--- src/rtl/arm_pkg.sv ---
// Shared definitions for the data-memory path: SRAM controller states and
// default memory-map / timing constants.
package arm_pkg;

  typedef enum logic [1:0] {
    IDLE = 2'd0,
    LOW  = 2'd1,
    HIGH = 2'd2,
    DONE = 2'd3
  } sram_state_t;

  localparam logic [31:0] DATA_BASE_ADDR   = 32'd1024;
  localparam int          SRAM_WAIT_STATES = 5;

endpackage

--- src/rtl/sram_controller.sv ---
// Serves one 32-bit MEM-stage access as two wait-stated 16-bit accesses to an
// asynchronous SRAM; ready=0 freezes the pipeline until the DONE cycle.
module sram_controller
  import arm_pkg::*;
#(
  parameter logic [31:0] BASE_ADDR   = DATA_BASE_ADDR,
  parameter int          SRAM_AW     = 18,
  parameter int          WAIT_STATES = SRAM_WAIT_STATES
) (
  input  logic               clk,
  input  logic               rst,
  input  logic               rd_en,
  input  logic               wr_en,
  input  logic [31:0]        address,
  input  logic [31:0]        wdata,
  output logic [31:0]        rdata,
  output logic               ready,
  output logic [SRAM_AW-1:0] sram_addr,
  output logic               sram_we_n,
  output logic [15:0]        sram_dq_out,
  output logic               sram_dq_oe,
  input  logic [15:0]        sram_dq_in,
  output sram_state_t        dbg_state
);

  localparam int            CW       = $clog2(WAIT_STATES);
  localparam logic [CW-1:0] CNT_LAST = CW'(WAIT_STATES - 1);

  sram_state_t        state_q, state_d;
  logic [CW-1:0]      cnt_q, cnt_d;
  logic               write_q, write_d;
  logic [SRAM_AW-2:0] word_q, word_d;
  logic [15:0]        wdata_hi_q, wdata_hi_d;
  logic [31:0]        rdata_q, rdata_d;
  logic [SRAM_AW-1:0] sram_addr_q, sram_addr_d;
  logic               sram_we_n_q, sram_we_n_d;
  logic [15:0]        sram_dq_out_q, sram_dq_out_d;
  logic               sram_dq_oe_q, sram_dq_oe_d;

  logic        req;
  logic [31:0] offset;
  logic        unused_offset_bits;

  assign req    = rd_en | wr_en;
  assign offset = address - BASE_ADDR;
  // Byte lane and out-of-range word bits are dropped: addresses wrap silently.
  assign unused_offset_bits = ^{offset[31:SRAM_AW+1], offset[1:0]};

  always_comb begin
    state_d       = state_q;
    cnt_d         = cnt_q;
    write_d       = write_q;
    word_d        = word_q;
    wdata_hi_d    = wdata_hi_q;
    rdata_d       = rdata_q;
    sram_addr_d   = sram_addr_q;
    sram_we_n_d   = sram_we_n_q;
    sram_dq_out_d = sram_dq_out_q;
    sram_dq_oe_d  = sram_dq_oe_q;
    case (state_q)
      IDLE: begin
        if (req) begin
          state_d       = LOW;
          cnt_d         = CNT_LAST;
          write_d       = wr_en;
          word_d        = offset[SRAM_AW:2];
          wdata_hi_d    = wdata[31:16];
          sram_addr_d   = {offset[SRAM_AW:2], 1'b0};
          sram_dq_out_d = wdata[15:0];
          sram_dq_oe_d  = wr_en;
          sram_we_n_d   = ~wr_en;
        end
      end
      LOW, HIGH: begin
        if (cnt_q != '0) begin
          cnt_d = cnt_q - CW'(1);
          // Strobe rises one cycle early so address and data are held past it.
          if (cnt_q == CW'(1)) sram_we_n_d = 1'b1;
        end else if (state_q == LOW) begin
          if (!write_q) rdata_d[15:0] = sram_dq_in;
          state_d       = HIGH;
          cnt_d         = CNT_LAST;
          sram_addr_d   = {word_q, 1'b1};
          sram_dq_out_d = wdata_hi_q;
          sram_we_n_d   = ~write_q;
        end else begin
          if (!write_q) rdata_d[31:16] = sram_dq_in;
          state_d      = DONE;
          sram_we_n_d  = 1'b1;
          sram_dq_oe_d = 1'b0;
        end
      end
      default: begin
        state_d = IDLE;
      end
    endcase
  end

  always_ff @(posedge clk or negedge rst) begin
    if (!rst) begin
      state_q       <= IDLE;
      cnt_q         <= '0;
      write_q       <= 1'b0;
      word_q        <= '0;
      wdata_hi_q    <= '0;
      rdata_q       <= '0;
      sram_addr_q   <= '0;
      sram_we_n_q   <= 1'b1;
      sram_dq_out_q <= '0;
      sram_dq_oe_q  <= 1'b0;
    end else begin
      state_q       <= state_d;
      cnt_q         <= cnt_d;
      write_q       <= write_d;
      word_q        <= word_d;
      wdata_hi_q    <= wdata_hi_d;
      rdata_q       <= rdata_d;
      sram_addr_q   <= sram_addr_d;
      sram_we_n_q   <= sram_we_n_d;
      sram_dq_out_q <= sram_dq_out_d;
      sram_dq_oe_q  <= sram_dq_oe_d;
    end
  end

  assign ready       = (state_q == IDLE) ? ~req : (state_q == DONE);
  assign rdata       = rdata_q;
  assign sram_addr   = sram_addr_q;
  assign sram_we_n   = sram_we_n_q;
  assign sram_dq_out = sram_dq_out_q;
  assign sram_dq_oe  = sram_dq_oe_q;
  assign dbg_state   = state_q;

endmodule

--- config.mk ---
export PLATFORM = sky130hd
export DESIGN_NAME = sram_controller
export DESIGN_NICKNAME = d
export VERILOG_FILES = /design/src/rtl/arm_pkg.sv /design/src/rtl/sram_controller.sv
export SDC_FILE = /design/constraint.sdc
export NUM_CORES = 1
export LEC_CHECK = 0
export ABC_AREA = 1
export BUFFER_PORTS_ARGS = -buffer_cell sky130_fd_sc_hd__buf_4
export CORE_UTILIZATION = 40
export DETAILED_ROUTE_END_ITERATION = 12
export PLACE_DENSITY = 0.65
export SLEW_MARGIN = 20
export SYNTH_ARGS = -nofsm -noshare
export SYNTH_HDL_FRONTEND = slang
export SYNTH_SLANG_ARGS = --single-unit
--- constraint.sdc ---
create_clock -name clk -period 1.86 [get_ports clk]
set_input_delay 0.279 -clock clk [delete_from_list [all_inputs] [get_ports clk]]
set_output_delay 0.279 -clock clk [all_outputs]
set_load 0.02 [all_outputs]
## Word level (Yosys, flattened, before mapping)

Index checks and enable logic that the tools add are counted.

| storage, ports and cells | value |
|---|---|
| RAM bits | 0 |
| input port bits | 84 |
| bits in latches | 0 |
| memories kept | 0 |
| register bits | 107 |
| ROM bits | 0 |
| word-level logic and storage cells | 67 |

| cells by class | value |
|---|---|
| order comparisons | 0 |
| $mul | 0 |
| shift-type cells | 0 |
| eq/ne operators | 10 |
| divide/modulo/power cells | 0 |
| add/sub/neg operators | 2 |
| reduce and logical (&&, ||, !) cells | 12 |
| mux-type cells | 26 |
| bitwise operators | 6 |

Operators with widths:

| operator | count |
|---|---|
| 2-to-1 mux 18 bit | 3 |
| 2-to-1 mux 16 bit | 3 |
| case mux 18 bit (2 select lines) | 1 |
| case mux 16 bit (2 select lines) | 1 |
| subtractor 19 x 11 -> 19 bit, second input constant | 1 |
| AND reduction 4 bit | 4 |
| 2-to-1 mux 1 bit | 9 |
| 2-to-1 mux 3 bit | 3 |
| inequality test 2 bit, second input constant | 4 |
| inequality test 3 bit, second input constant | 2 |
| case mux 3 bit (2 select lines) | 1 |
| AND reduction 3 bit | 2 |
| inverter 1 bit | 5 |
| == test 2 bit, second input constant | 2 |
| 2-to-1 mux 2 bit | 2 |
| case mux 1 bit (2 select lines) | 2 |
| case mux 2 bit (2 select lines) | 1 |
| AND reduction 2 bit | 2 |
| == test 3 x 1 -> 1 bit, second input constant | 1 |
| nonzero test 3 bit | 1 |
| subtractor 3 x 1 -> 3 bit, second input constant | 1 |
| == test 2 x 1 -> 1 bit, second input constant | 1 |
| zero test 2 bit | 1 |
| nonzero test 2 bit | 1 |
| 2 further kinds | 2 |

## Logic depth before layout (Yosys ltp)

Gate-level depths: netlist (run 1).

| depth | value |
|---|---|
| depth in word-level cells | 4 |
| depth in mapped cells | 9 |
| depth with buffers taken out | 9 |

## Worst setup path before layout (run 1)

OpenSTA, ideal clock, no wires.

| path | value |
|---|---|
| path type | register to register |
| start | register state_q[0] (netlist: dbg_state[0]) |
| end | register rdata_q[10] (netlist: rdata[10]) |
| slack | 0.137 ns |
| buffers on the path | 2 |
| data required time | 1.743 ns |
| stages on the path, launching flop included | 10 |
| arrival | 1.606 ns |
| path through | dfrtp_1 -> inv_1 -> ha_1 -> buf_4 -> inv_2 -> nor2_4 -> nand2_2 -> buf_2 -> nand2_1 -> nand2_1 |

| between the ends | value |
|---|---|
| cells in the longest elaborated chain, start to end | 3 |

RTL lines:

| what | RTL line | text |
|---|---|---|
| start: declaration | sram_controller.sv:29 | `sram_state_t state_q, state_d;` |
| start signal: assignment | sram_controller.sv:112 | `state_q <= state_d;` |
| == test 2 x 1 -> 1 bit / == test 2 bit (equally long branches) | sram_controller.sv:60, sram_controller.sv:79 |  |
| OR reduction 2 bit | sram_controller.sv:60 | `case (state_q)` |
| AND reduction 4 bit (no line) * | -- |  |
| end signal: assignment | sram_controller.sv:117 | `rdata_q <= rdata_d;` |
| end: declaration | sram_controller.sv:34 | `logic [31:0] rdata_q, rdata_d;` |

Mark *: on every way between the ends. The rest lies on a longest branch, timed or not.
A chain may end at the register's enable or synchronous reset.

## Worst setup path in the final report (run 1)

| path | value |
|---|---|
| start | register state_q[0] (netlist: dbg_state[0]) |
| end | output ready |

| between the ends | value |
|---|---|
| cells in the longest elaborated chain, start to end | 2 |

RTL lines:

| what | RTL line | text |
|---|---|---|
| == test 2 bit / zero test 2 bit (equally long branches) | sram_controller.sv:125 | `assign ready = (state_q == IDLE) ? ~req : (state_q == DONE);` |
| 2-to-1 mux 1 bit * | sram_controller.sv:125 |  |
| end: declaration | sram_controller.sv:17 | `output logic ready,` |

Marked as above.

==> results of run 1 <==
-- critical path, delay by kind of cell (launching register included) --
family	cells	cell delay (ns)
DFF	1	0.38
buffers and inverters	2	0.25
adders and majority gates	1	0.24
and+or+nand+nor	2	0.24
-- final cells by class --
type                            count  area, µm²
Inverter                           29        111
Sequential cell                   107       2680
Clock inverter                      5       52.6
Fill cell                        1123       5520
Tap cell                          147        184
Multi-Input combinational cell    454       1970
Clock buffer                       11        243
Timing Repair Buffer              155       1200
-- report_power, final --
part / switching, W / internal [W]
clock: 0.000848 / 0.00107
combinational: 0.00459 / 0.00264
sequential: 0.000668 / 0.00354
-- repair_timing --
action                                  CTS  global route
gates resized for setup                   0             3
setup buffers                             0             0
hold endpoints to repair                106             0
hold buffers                              1             0
endpoints found under the setup margin    0             5
-- logic make-up (layout without fill, tap and decap cells) --
family                     after synthesis  in the layout  share of synthesized area
buffers and inverters                   56            200                     0.0522
adders and majority gates                5              5                     0.0128
xor gates and xnor gates                 1              1                    0.00179
and+or+nand+nor                        394            394                      0.328
AOI/OAI and AO/OA                       54             54                     0.0571
DFF                                    107            107                      0.548
-- placed cells by master, fill, tap and decap left out --
master,synthesis,layout
nand2_1,325,325
buf_4,2,151
dfrtp_1,106,106
o21ai_0,47,46
nand3_1,33,32
nor2_1,26,26
inv_1,25,25
clkbuf_16,0,9
a31oi_1,4,4
ha_1,5,4
nor2_4,3,3
inv_2,3,3
clkinv_2,0,3
buf_12,0,3
nand2_2,2,2
o21ai_1,1,2
nand3_2,0,1
nand2_4,1,1
nand3_4,1,1
inv_4,1,1
o21ai_4,0,1
xor2_1,1,1
nor2_8,1,1
a21oi_1,1,1
nand4_4,1,1
or2_2,1,1
ha_2,0,1
bufinv_16,0,1
clkbuf_8,0,1
clkinvlp_4,0,1
clkbuf_1,10,1
dlygate4sd3_1,0,1
dfstp_2,1,1
-- path summary, 6_finish.rpt --
check	from	slack, ns	cells past startpoint	to
setup / recovery	dbg_state[0]	0.12	5	ready
hold / removal	wdata[21]	0.11	3	wdata_hi_q[5]
setup reg to reg	dbg_state[0]	0.17	7	rdata[31]
hold reg to reg	sram_dq_oe	0.48	2	sram_dq_oe
max in group asynchronous	rst	1.09	3	sram_we_n
min in group asynchronous	rst	0.48	3	sram_addr[3]
-- cell usage after synthesis --
cell type	n
clkbuf_1	10
buf_1	2
buf_6	3
a31oi_1	4
o21ai_0	47
inv_2	3
nor2_4	3
nand3_4	1
dfstp_2	1
inv_1	25
nand2_4	1
buf_4	2
nor2_8	1
dfrtp_1	106
nor2_1	26
a21oi_1	1
ha_1	5
nand2_2	2
buf_2	10
xor2_1	1
o21ai_1	1
inv_4	1
nand3_1	33
nand4_4	1
o21ai_2	1
or2_2	1
nand2_1	325
-- metal layers --
metal	vias up	track usage	share of wire
met5	-	0	0
met4	0	0.0791	0.017
met3	17	0.0513	0.065
met2	158	0.319	0.45
met1	2056	0.276	0.47
li1	2188	-	-
-- stage by stage --
step / util / total power (W) / cell area, µm² / cells / hold slack [ns]
after floorplan: - / 0.00892 / 4890 / 617 / -0.0166
after global placement: 0.513 / 0.0113 / 6130 / 891 / 0.310
after detailed placement: 0.513 / 0.0115 / 6130 / 891 / 0.310
after CTS: 0.538 / 0.0135 / 6440 / 908 / 0.105
after global routing: 0.539 / 0.0145 / 6440 / 908 / 0.111
final: 0.539 / 0.0134 / 6440 / 908 / 0.110
-- state kept, by name, summed over array words and instances (netlist names) --
register     cells
sram_addr       18
word_q          17
dbg_state        2
sram_dq_out     16
write_q          1
wdata_hi_q      16
rdata           32
sram_dq_oe       1
cnt_q            3
sram_we_n        1
==> summary.txt, run 1 <==
CELLS AND AREA
--------------------------------------------------------------------------------
Nets                                                                         845
Proportion of layout cells with a drive suffix above 1                     0.246
Antenna diode count                                                            0
Area delta synth->final                                                    31.8%

WORST SETUP PATH
--------------------------------------------------------------------------------
Critical Path AT                                                         1.46 ns
Kind of capture point of the worst setup path                         output pin
List of cells traversed by the critical path                        inv_1, ha_2, nand3_2, nand2_1, buf_4
Worst-path maximum fanout                                                      4
Critical Setup Path Class                                                reg2out
Master of the slowest instance on the critical path                      dfrtp_1
Critical Path Start Type                                                    flop
Required time of the worst setup path                                    1.58 ns
Slowest Stage Delay on Critical Path                                     0.38 ns

CLOCK NETWORK
--------------------------------------------------------------------------------
Number of buffers added by the clock tree synthesis step                       9
Clock tree from TritonCTS                                                   done
Number of H-tree levels                                                        3
Clk pin slew, worst setup/hold paths                                     0.07 ns
Clk Latency, worst-skew pair                                             0.35 ns
CTS Root Buffer Type                                                   clkbuf_16
Clock Sinks                                                                  107
Number of buffers on the longest clock path                                    2

MIN PATH
--------------------------------------------------------------------------------
Min-Delay Path Class                                                      in2reg

YOSYS
--------------------------------------------------------------------------------
Fraction of synthesized cell area taken by the top area cell type          0.542
Syn Nets                                                                     706
Unique masters post-synth                                                     27
Yosys Warn Count                                                               0
Sequential area share after synthesis                                      0.548
Mean cell area of the mapped netlist                                    7.92 µm²
Cell count after synthesis                                                   617
Area of the mapped netlist                                              4890 µm²
Largest cells by area after synthesis                               dfrtp_1 54%, nand2_1 25%, o21ai_0 4.8%, nand3_1 3.4%, nor2_1 2.0%
Post-synthesis register bit count                                            107
Biggest area consumer among synthesized cells                            dfrtp_1

DETAILED ROUTING
--------------------------------------------------------------------------------
Routed Wire Length                                                      12100 µm
Post-detailed-route via-to-cell ratio                                       4.87
First-iteration detailed-routing DRC count                                   216
Via count                                                                   4419
Number of iterations in the first detailed-routing pass                        4
Antenna Nets Post-Route                                                        0
DRC violation count after routing                                              0
WL per Instance                                                          13.3 µm

PLACED DESIGN
--------------------------------------------------------------------------------
Count of buffers from port buffering                                         139
Worst-case setup slack after placement                                  0.156 ns
Final RePlAce weighted congestion                                          0.844
Post-DP HPWL                                                             8520 µm

FLOORPLANNING
--------------------------------------------------------------------------------
Initial Util                                                               0.409
# IOs                                                                        155
Die boundary width                                                        113 µm
Die H                                                                     113 µm
Placement row count                                                           40
Die Outline Area                                                       12700 µm²
Area inside the core boundary                                          12000 µm²

POWER AND IR DROP
--------------------------------------------------------------------------------
Peak supply drop                                                        0.929 mV
Static power due to leakage                                              3.53 nW
Power per cell area                                                  2070 nW/µm²

GRT
--------------------------------------------------------------------------------
Total global-route track usage                                             0.205
Via count of the first global-routing pass                                  4295
Maximum number of pins on one net before global-route repair                  55
GR Overflow Total                                                              0
Antenna violations before repair                                               0
Wire length of the first global-routing pass                            20600 µm

STA
--------------------------------------------------------------------------------
Final cycle utilization of the critical path                               0.934
Tightest Pin Transition                                                 0.487 ns
Final slew viol count                                                          0
Hold violation total from the final report                                     0
Worst max-slew margin expressed relative to the limit                      0.675
Post-route clock skew                                                 0.00673 ns
Fmax                                                                     576 MHz
Sum Neg Setup Slack                                                         0 ns
Min Clock Period, post-route                                             1.74 ns
Smallest setup slack after layout                                       0.122 ns
Number of endpoints failing setup at the final stage                           0
RSZ-0062 raised after global routing                                       false

JOB
--------------------------------------------------------------------------------
Number of violations of the max-capacitance limit                              0

RUN STATUS
--------------------------------------------------------------------------------
Status                                                                 completed

No activity file was read; power rests on OpenSTA's default activity.
==> run 2: changes to the inputs <==
--- a/config.mk
+++ b/config.mk
@@ -9,6 +9,8 @@
 export BUFFER_PORTS_ARGS = -buffer_cell sky130_fd_sc_hd__buf_4
 export CORE_UTILIZATION = 40
 export DETAILED_ROUTE_END_ITERATION = 12
+export HOLD_SLACK_MARGIN = 0.06
+export MAX_ROUTING_LAYER = met4
 export PLACE_DENSITY = 0.65
 export SLEW_MARGIN = 20
 export SYNTH_ARGS = -nofsm -noshare
==> summary.txt, run 2 (synthesized netlist as in run 1, its figures left out) <==
WORST SETUP PATH
---------------------------------------------------------------------------
Slowest Stage Delay on Critical Path                                0.38 ns
R2r endpoint                                                      rdata[31]
Worst-path maximum fanout                                                 4
Reg-to-reg setup timing slack                                       0.17 ns
Kind of capture point of the worst setup path                    output pin
Critical Path AT                                                    1.46 ns
List of cells traversed by the critical path                   inv_1, ha_2, nand3_2, nand2_1, buf_4
Required time of the worst setup path                               1.58 ns
Master of the slowest instance on the critical path                 dfrtp_1
Number of cells on the worst reg-to-reg path                              7
Critical Path Start Type                                               flop
Critical Setup Path Class                                           reg2out
Start of the worst register-to-register path                   dbg_state[0]

CLOCK NETWORK
---------------------------------------------------------------------------
Clk pin slew, worst setup/hold paths                                0.07 ns
Clock tree from TritonCTS                                              done
Clk Latency, worst-skew pair                                        0.35 ns
Number of H-tree levels                                                   3
Clock Sinks                                                             107
CTS Root Buffer Type                                              clkbuf_16
Number of buffers added by the clock tree synthesis step                  9
Number of buffers inserted to repair setup after CTS                      0
Number of buffers on the longest clock path                               2

CELLS AND AREA
---------------------------------------------------------------------------
Leading cell type in the layout, fill and taps excluded             nand2_1
Nets                                                                    845
Proportion of layout cells with a drive suffix above 1                0.246
Max reg flops                                                            32
Most used cells in the layout excluding fill and tap cells     325 x nand2_1, 151 x buf_4, 106 x dfrtp_1, 46 x o21ai_0, 32 x nand3_1
Area delta synth->final                                               31.8%
Total non-filler cell area in the finished layout                  6440 µm²
Antenna diode count                                                       0
Core Util, Final                                                      0.539

FLOORPLANNING
---------------------------------------------------------------------------
Die H                                                                113 µm
Initial Util                                                          0.409
Area inside the core boundary                                     12000 µm²
# IOs                                                                   155
Die boundary width                                                   113 µm
Die Outline Area                                                  12700 µm²
Placement row count                                                      40

DETAILED ROUTING
---------------------------------------------------------------------------
Antenna Nets Post-Route                                                   0
Via count                                                              4433
First-iteration detailed-routing DRC count                              217
Routed Wire Length                                                 12100 µm
Post-detailed-route via-to-cell ratio                                  4.88
Number of iterations in the first detailed-routing pass                   4
DRC violation count after routing                                         0
WL per Instance                                                     13.4 µm

POWER AND IR DROP
---------------------------------------------------------------------------
Total Power                                                        0.0134 W
Peak supply drop                                                   0.930 mV
Power per cell area                                             2080 nW/µm²
Static power due to leakage                                         3.53 nW

MIN PATH
---------------------------------------------------------------------------
Count of cells along the worst hold path                                  3
Endpoint, Worst Hold                                           wdata_hi_q[5]
Min-Delay Path Class                                                 in2reg
Critical hold path startpoint                                     wdata[21]

PLACED DESIGN
---------------------------------------------------------------------------
Count of buffers from port buffering                                    139
Area after detailed placement                                      6130 µm²
Final RePlAce weighted congestion                                     0.857
Post-DP HPWL                                                        8520 µm

STA
---------------------------------------------------------------------------
Fmax                                                                575 MHz
Number of endpoints failing setup at the final stage                      0
Tightest Pin Transition                                            0.492 ns
Sum Neg Setup Slack                                                    0 ns
Final slew viol count                                                     0
RSZ-0062 raised after global routing                                  false
Final cycle utilization of the critical path                          0.934
Worst max-slew margin expressed relative to the limit                 0.672
Hold_ws                                                            0.110 ns
Hold violation total from the final report                                0
Post-route clock skew                                            0.00665 ns
Min Clock Period, post-route                                        1.74 ns

GRT
---------------------------------------------------------------------------
GR Overflow Total                                                         0
Via count of the first global-routing pass                             4300
Wire length of the first global-routing pass                       20600 µm
Total global-route track usage                                        0.211
Maximum number of pins on one net before global-route repair             55
Antenna violations before repair                                          0

RUN STATUS
---------------------------------------------------------------------------
Status                                                            completed

JOB
---------------------------------------------------------------------------
Number of violations of the max-capacitance limit                         0

==> run 2: cell counts in the layout (fill, tap and decap cells not counted) <==
Identical to the previous run, type by type.
==> run 2: timing repair <==
item / CTS / global route
hold endpoints to repair: 106 / 0
endpoints found under the setup margin: 0 / 5
resized for setup: 0 / 3
hold buffers: 1 / 0
==> run 2: where the power goes <==
part / leakage [nW] / internal [W] / total (W) / switching (W)
registers: 1.31 / 0.00354 / 0.00421 / 0.000669
clock network: 0.145 / 0.00107 / 0.00192 / 0.000849
logic: 2.07 / 0.00264 / 0.00724 / 0.00460
==> run 2: worst max-delay path: cells and delay by family (launching register included) <==
kind          cells  cell delay (ns)
flops             1             0.38
buf+inv           2             0.25
fa+ha+maj         1             0.24
simple gates      2             0.24
==> run 2: final cells by class <==
cell class              instances  area [µm²]
fillers                      1123        5520
flip-flops and latches        107        2680
multi-input cells             454        1970
repair buffers                155        1200
clock buffers                  11         243
well taps                     147         184
inverters                      29         111
clock inverters                 5        52.6
==> run 2: stage by stage <==
step | setup WS [ns] | std cells
finish | 0.122 | 908
global route | 0.0126 | 908
CTS | 0.00572 | 908
detailed placement | 0.156 | 891
global placement | 0.191 | 891
floorplan | 0.137 | 617
==> run 2: worst max-delay path by stage <==
stage                             from            end  slack, ns  depth (start not counted)
after floorplan           dbg_state[0]      rdata[10]       0.14                          9
after global placement    dbg_state[0]  sram_addr[13]       0.19                          7
after detailed placement  dbg_state[1]       cnt_q[0]       0.16                          6
after CTS                 dbg_state[0]          ready      0.006                          5
after global routing      dbg_state[0]          ready       0.01                          5
final                     dbg_state[0]          ready       0.12                          5
==> run 2: routing by layer <==
layer / track usage / part of all wire / wire length [µm] / vias to the layer above
li1: - / - / - / 2188
met1: 0.275 / 0.47 / 5710 / 2060
met2: 0.320 / 0.44 / 5390 / 168
met3: 0.0513 / 0.068 / 819 / 17
met4: 0.0791 / 0.017 / 203 / 0
met5: - / 0 / 0 / -
==> run 3: changes to the inputs <==
--- a/config.mk
+++ b/config.mk
@@ -7,6 +7,7 @@
 export LEC_CHECK = 0
 export ABC_AREA = 1
 export BUFFER_PORTS_ARGS = -buffer_cell sky130_fd_sc_hd__buf_4
+export CORE_ASPECT_RATIO = 0.5
 export CORE_UTILIZATION = 40
 export DETAILED_ROUTE_END_ITERATION = 12
 export HOLD_SLACK_MARGIN = 0.06
==> summary.txt, run 3 (synthesized netlist as in run 1, its figures left out) <==
GRT
---------------------------------------------------------------------------
Antenna violations before repair                                          0
Wire length of the first global-routing pass                       19100 µm
Total global-route track usage                                        0.197
GR Overflow Total                                                         0
Maximum number of pins on one net before global-route repair            108
Via count of the first global-routing pass                             3978

DETAILED ROUTING
---------------------------------------------------------------------------
Post-detailed-route via-to-cell ratio                                  4.63
Via count                                                              4301
Antenna Nets Post-Route                                                   0
WL per Instance                                                     12.6 µm
DRC violation count after routing                                         0
First-iteration detailed-routing DRC count                              217
Routed Wire Length                                                 11700 µm
Number of iterations in the first detailed-routing pass                   5

STA
---------------------------------------------------------------------------
Number of endpoints failing setup at the final stage                      0
Hold_ws                                                            0.135 ns
Post-route clock skew                                            0.00594 ns
Final cycle utilization of the critical path                          0.949
Fmax                                                                566 MHz
Min Clock Period, post-route                                        1.77 ns
Hold violation total from the final report                                0
Tightest Pin Transition                                            0.591 ns
Worst max-slew margin expressed relative to the limit                 0.606
Final slew viol count                                                     0

POWER AND IR DROP
---------------------------------------------------------------------------
Peak supply drop                                                    1.09 mV
Total Power                                                        0.0138 W
Power per cell area                                             2100 nW/µm²
Static power due to leakage                                         3.58 nW

MIN PATH
---------------------------------------------------------------------------
Count of cells along the worst hold path                                  3
Critical hold path startpoint                                     wdata[18]
Min-Delay Path Class                                                 in2reg
Endpoint, Worst Hold                                           wdata_hi_q[2]

FLOORPLANNING
---------------------------------------------------------------------------
Initial Util                                                          0.412
Die Outline Area                                                  12700 µm²
Area inside the core boundary                                     11900 µm²
Die boundary width                                                   158 µm
# IOs                                                                   155
Die H                                                               80.2 µm
Placement row count                                                      28

WORST SETUP PATH
---------------------------------------------------------------------------
Crit path launch                                               dbg_state[0]
R2r endpoint                                                      rdata[20]
Reg-to-reg setup timing slack                                       0.21 ns
Start of the worst register-to-register path                   dbg_state[1]
Critical Path AT                                                    1.49 ns
Critical Setup Path Class                                           reg2out
Required time of the worst setup path                               1.58 ns
Critical Path Start Type                                               flop
Worst-path maximum fanout                                                 5
Kind of capture point of the worst setup path                    output pin
Slowest Stage Delay on Critical Path                                0.43 ns
List of cells traversed by the critical path                   inv_1, ha_4, nand3_2, nand2_1, buf_4
Master of the slowest instance on the critical path                 dfrtp_1
Number of cells on the worst reg-to-reg path                              7

CELLS AND AREA
---------------------------------------------------------------------------
Most used cells in the layout excluding fill and tap cells     325 x nand2_1, 154 x buf_4, 106 x dfrtp_1, 46 x o21ai_0, 32 x nand3_1
Max reg flops                                                            32
Core Util, Final                                                      0.554
Antenna diode count                                                       0
Nets                                                                    848
Area delta synth->final                                               34.5%
Fill count                                                             1127
Proportion of layout cells with a drive suffix above 1                0.250
Leading cell type in the layout, fill and taps excluded             nand2_1

CLOCK NETWORK
---------------------------------------------------------------------------
Clk Latency, worst-skew pair                                        0.33 ns
Clock Sinks                                                             107
Number of buffers added by the clock tree synthesis step                  9
Number of H-tree levels                                                   3
CTS Root Buffer Type                                              clkbuf_16
Number of buffers on the longest clock path                               2
Clk pin slew, worst setup/hold paths                                0.07 ns
Clock tree from TritonCTS                                              done

PLACED DESIGN
---------------------------------------------------------------------------
Count of buffers from port buffering                                    139
Final RePlAce weighted congestion                                     0.822
Post-DP HPWL                                                        8140 µm

RUN STATUS
---------------------------------------------------------------------------
Status                                                            completed

JOB
---------------------------------------------------------------------------
Number of violations of the max-capacitance limit                         0

-- run 3: cell count changes in the layout (fill, tap and decap cells not counted), sizes merged --
cell    previous run  this run
clkinv             3         1
buf              154       157
clkbuf            11        10
bufinv             1         4
-- run 3: critical path: cells and delay by family, from the launching register on --
kind | cells | cell delay (ns)
adders and majority gates | 1 | 0.19
and+or+nand+nor | 2 | 0.24
buffers and inverters | 2 | 0.30
DFF | 1 | 0.43
-- run 3: per-layer routing --
metal,vias to the layer above,track usage,part of all wire
met1,2000,0.247,0.47
li1,2201,-,-
met5,-,-,0
met2,98,0.335,0.48
met3,2,0.0426,0.052
met4,0,0.0288,0.0030
-- run 3: stage by stage --
step | area, µm² | setup WS (ns) | std cells | TNS (ns)
5_1_grt | 6580 | -0.00638 | 929 | -0.00638
6_report | 6580 | 0.0942 | 929 | 0
2_1_floorplan | 4890 | 0.137 | 617 | 0
4_1_cts | 6510 | 0.0586 | 925 | 0
3_5_place_dp | 6120 | 0.0340 | 908 | 0
3_3_place_gp | 6120 | 0.0734 | 908 | 0
-- run 3: worst max-delay path by stage --
stage	to	slack [ns]	cells after the start
6_report	ready	0.09	5
3_3_place_gp	rdata[9]	0.07	7
4_1_cts	ready	0.06	5
5_1_grt	ready	-0.006	5
2_1_floorplan	rdata[10]	0.14	9
3_5_place_dp	rdata[15]	0.03	7
-- run 3: timing repair --
item,CTS,global route
buffers inserted,0,4
resized for setup,2,4
endpoints found under the hold margin,41,0
pin swaps,0,2
setup endpoints to repair,1,41
hold buffers,1,0
-- run 3: layout make-up --
type                            count  area, µm²  area share
Timing Repair Buffer              158       1220       0.185
Clock inverter                      6        136      0.0207
Inverter                           29        111      0.0169
Sequential cell                   107       2680       0.407
Clock buffer                       10        239      0.0363
Multi-Input combinational cell    454       1990       0.302
Tap cell                          165        206      0.0314
-- run 3: report_power, final --
part | switching [W] | total, W | leakage, nW | internal (W)
logic | 0.00457 | 0.00730 | 2.10 | 0.00272
clock network | 0.000826 | 0.00232 | 0.179 | 0.00149
registers | 0.000667 | 0.00421 | 1.31 | 0.00354
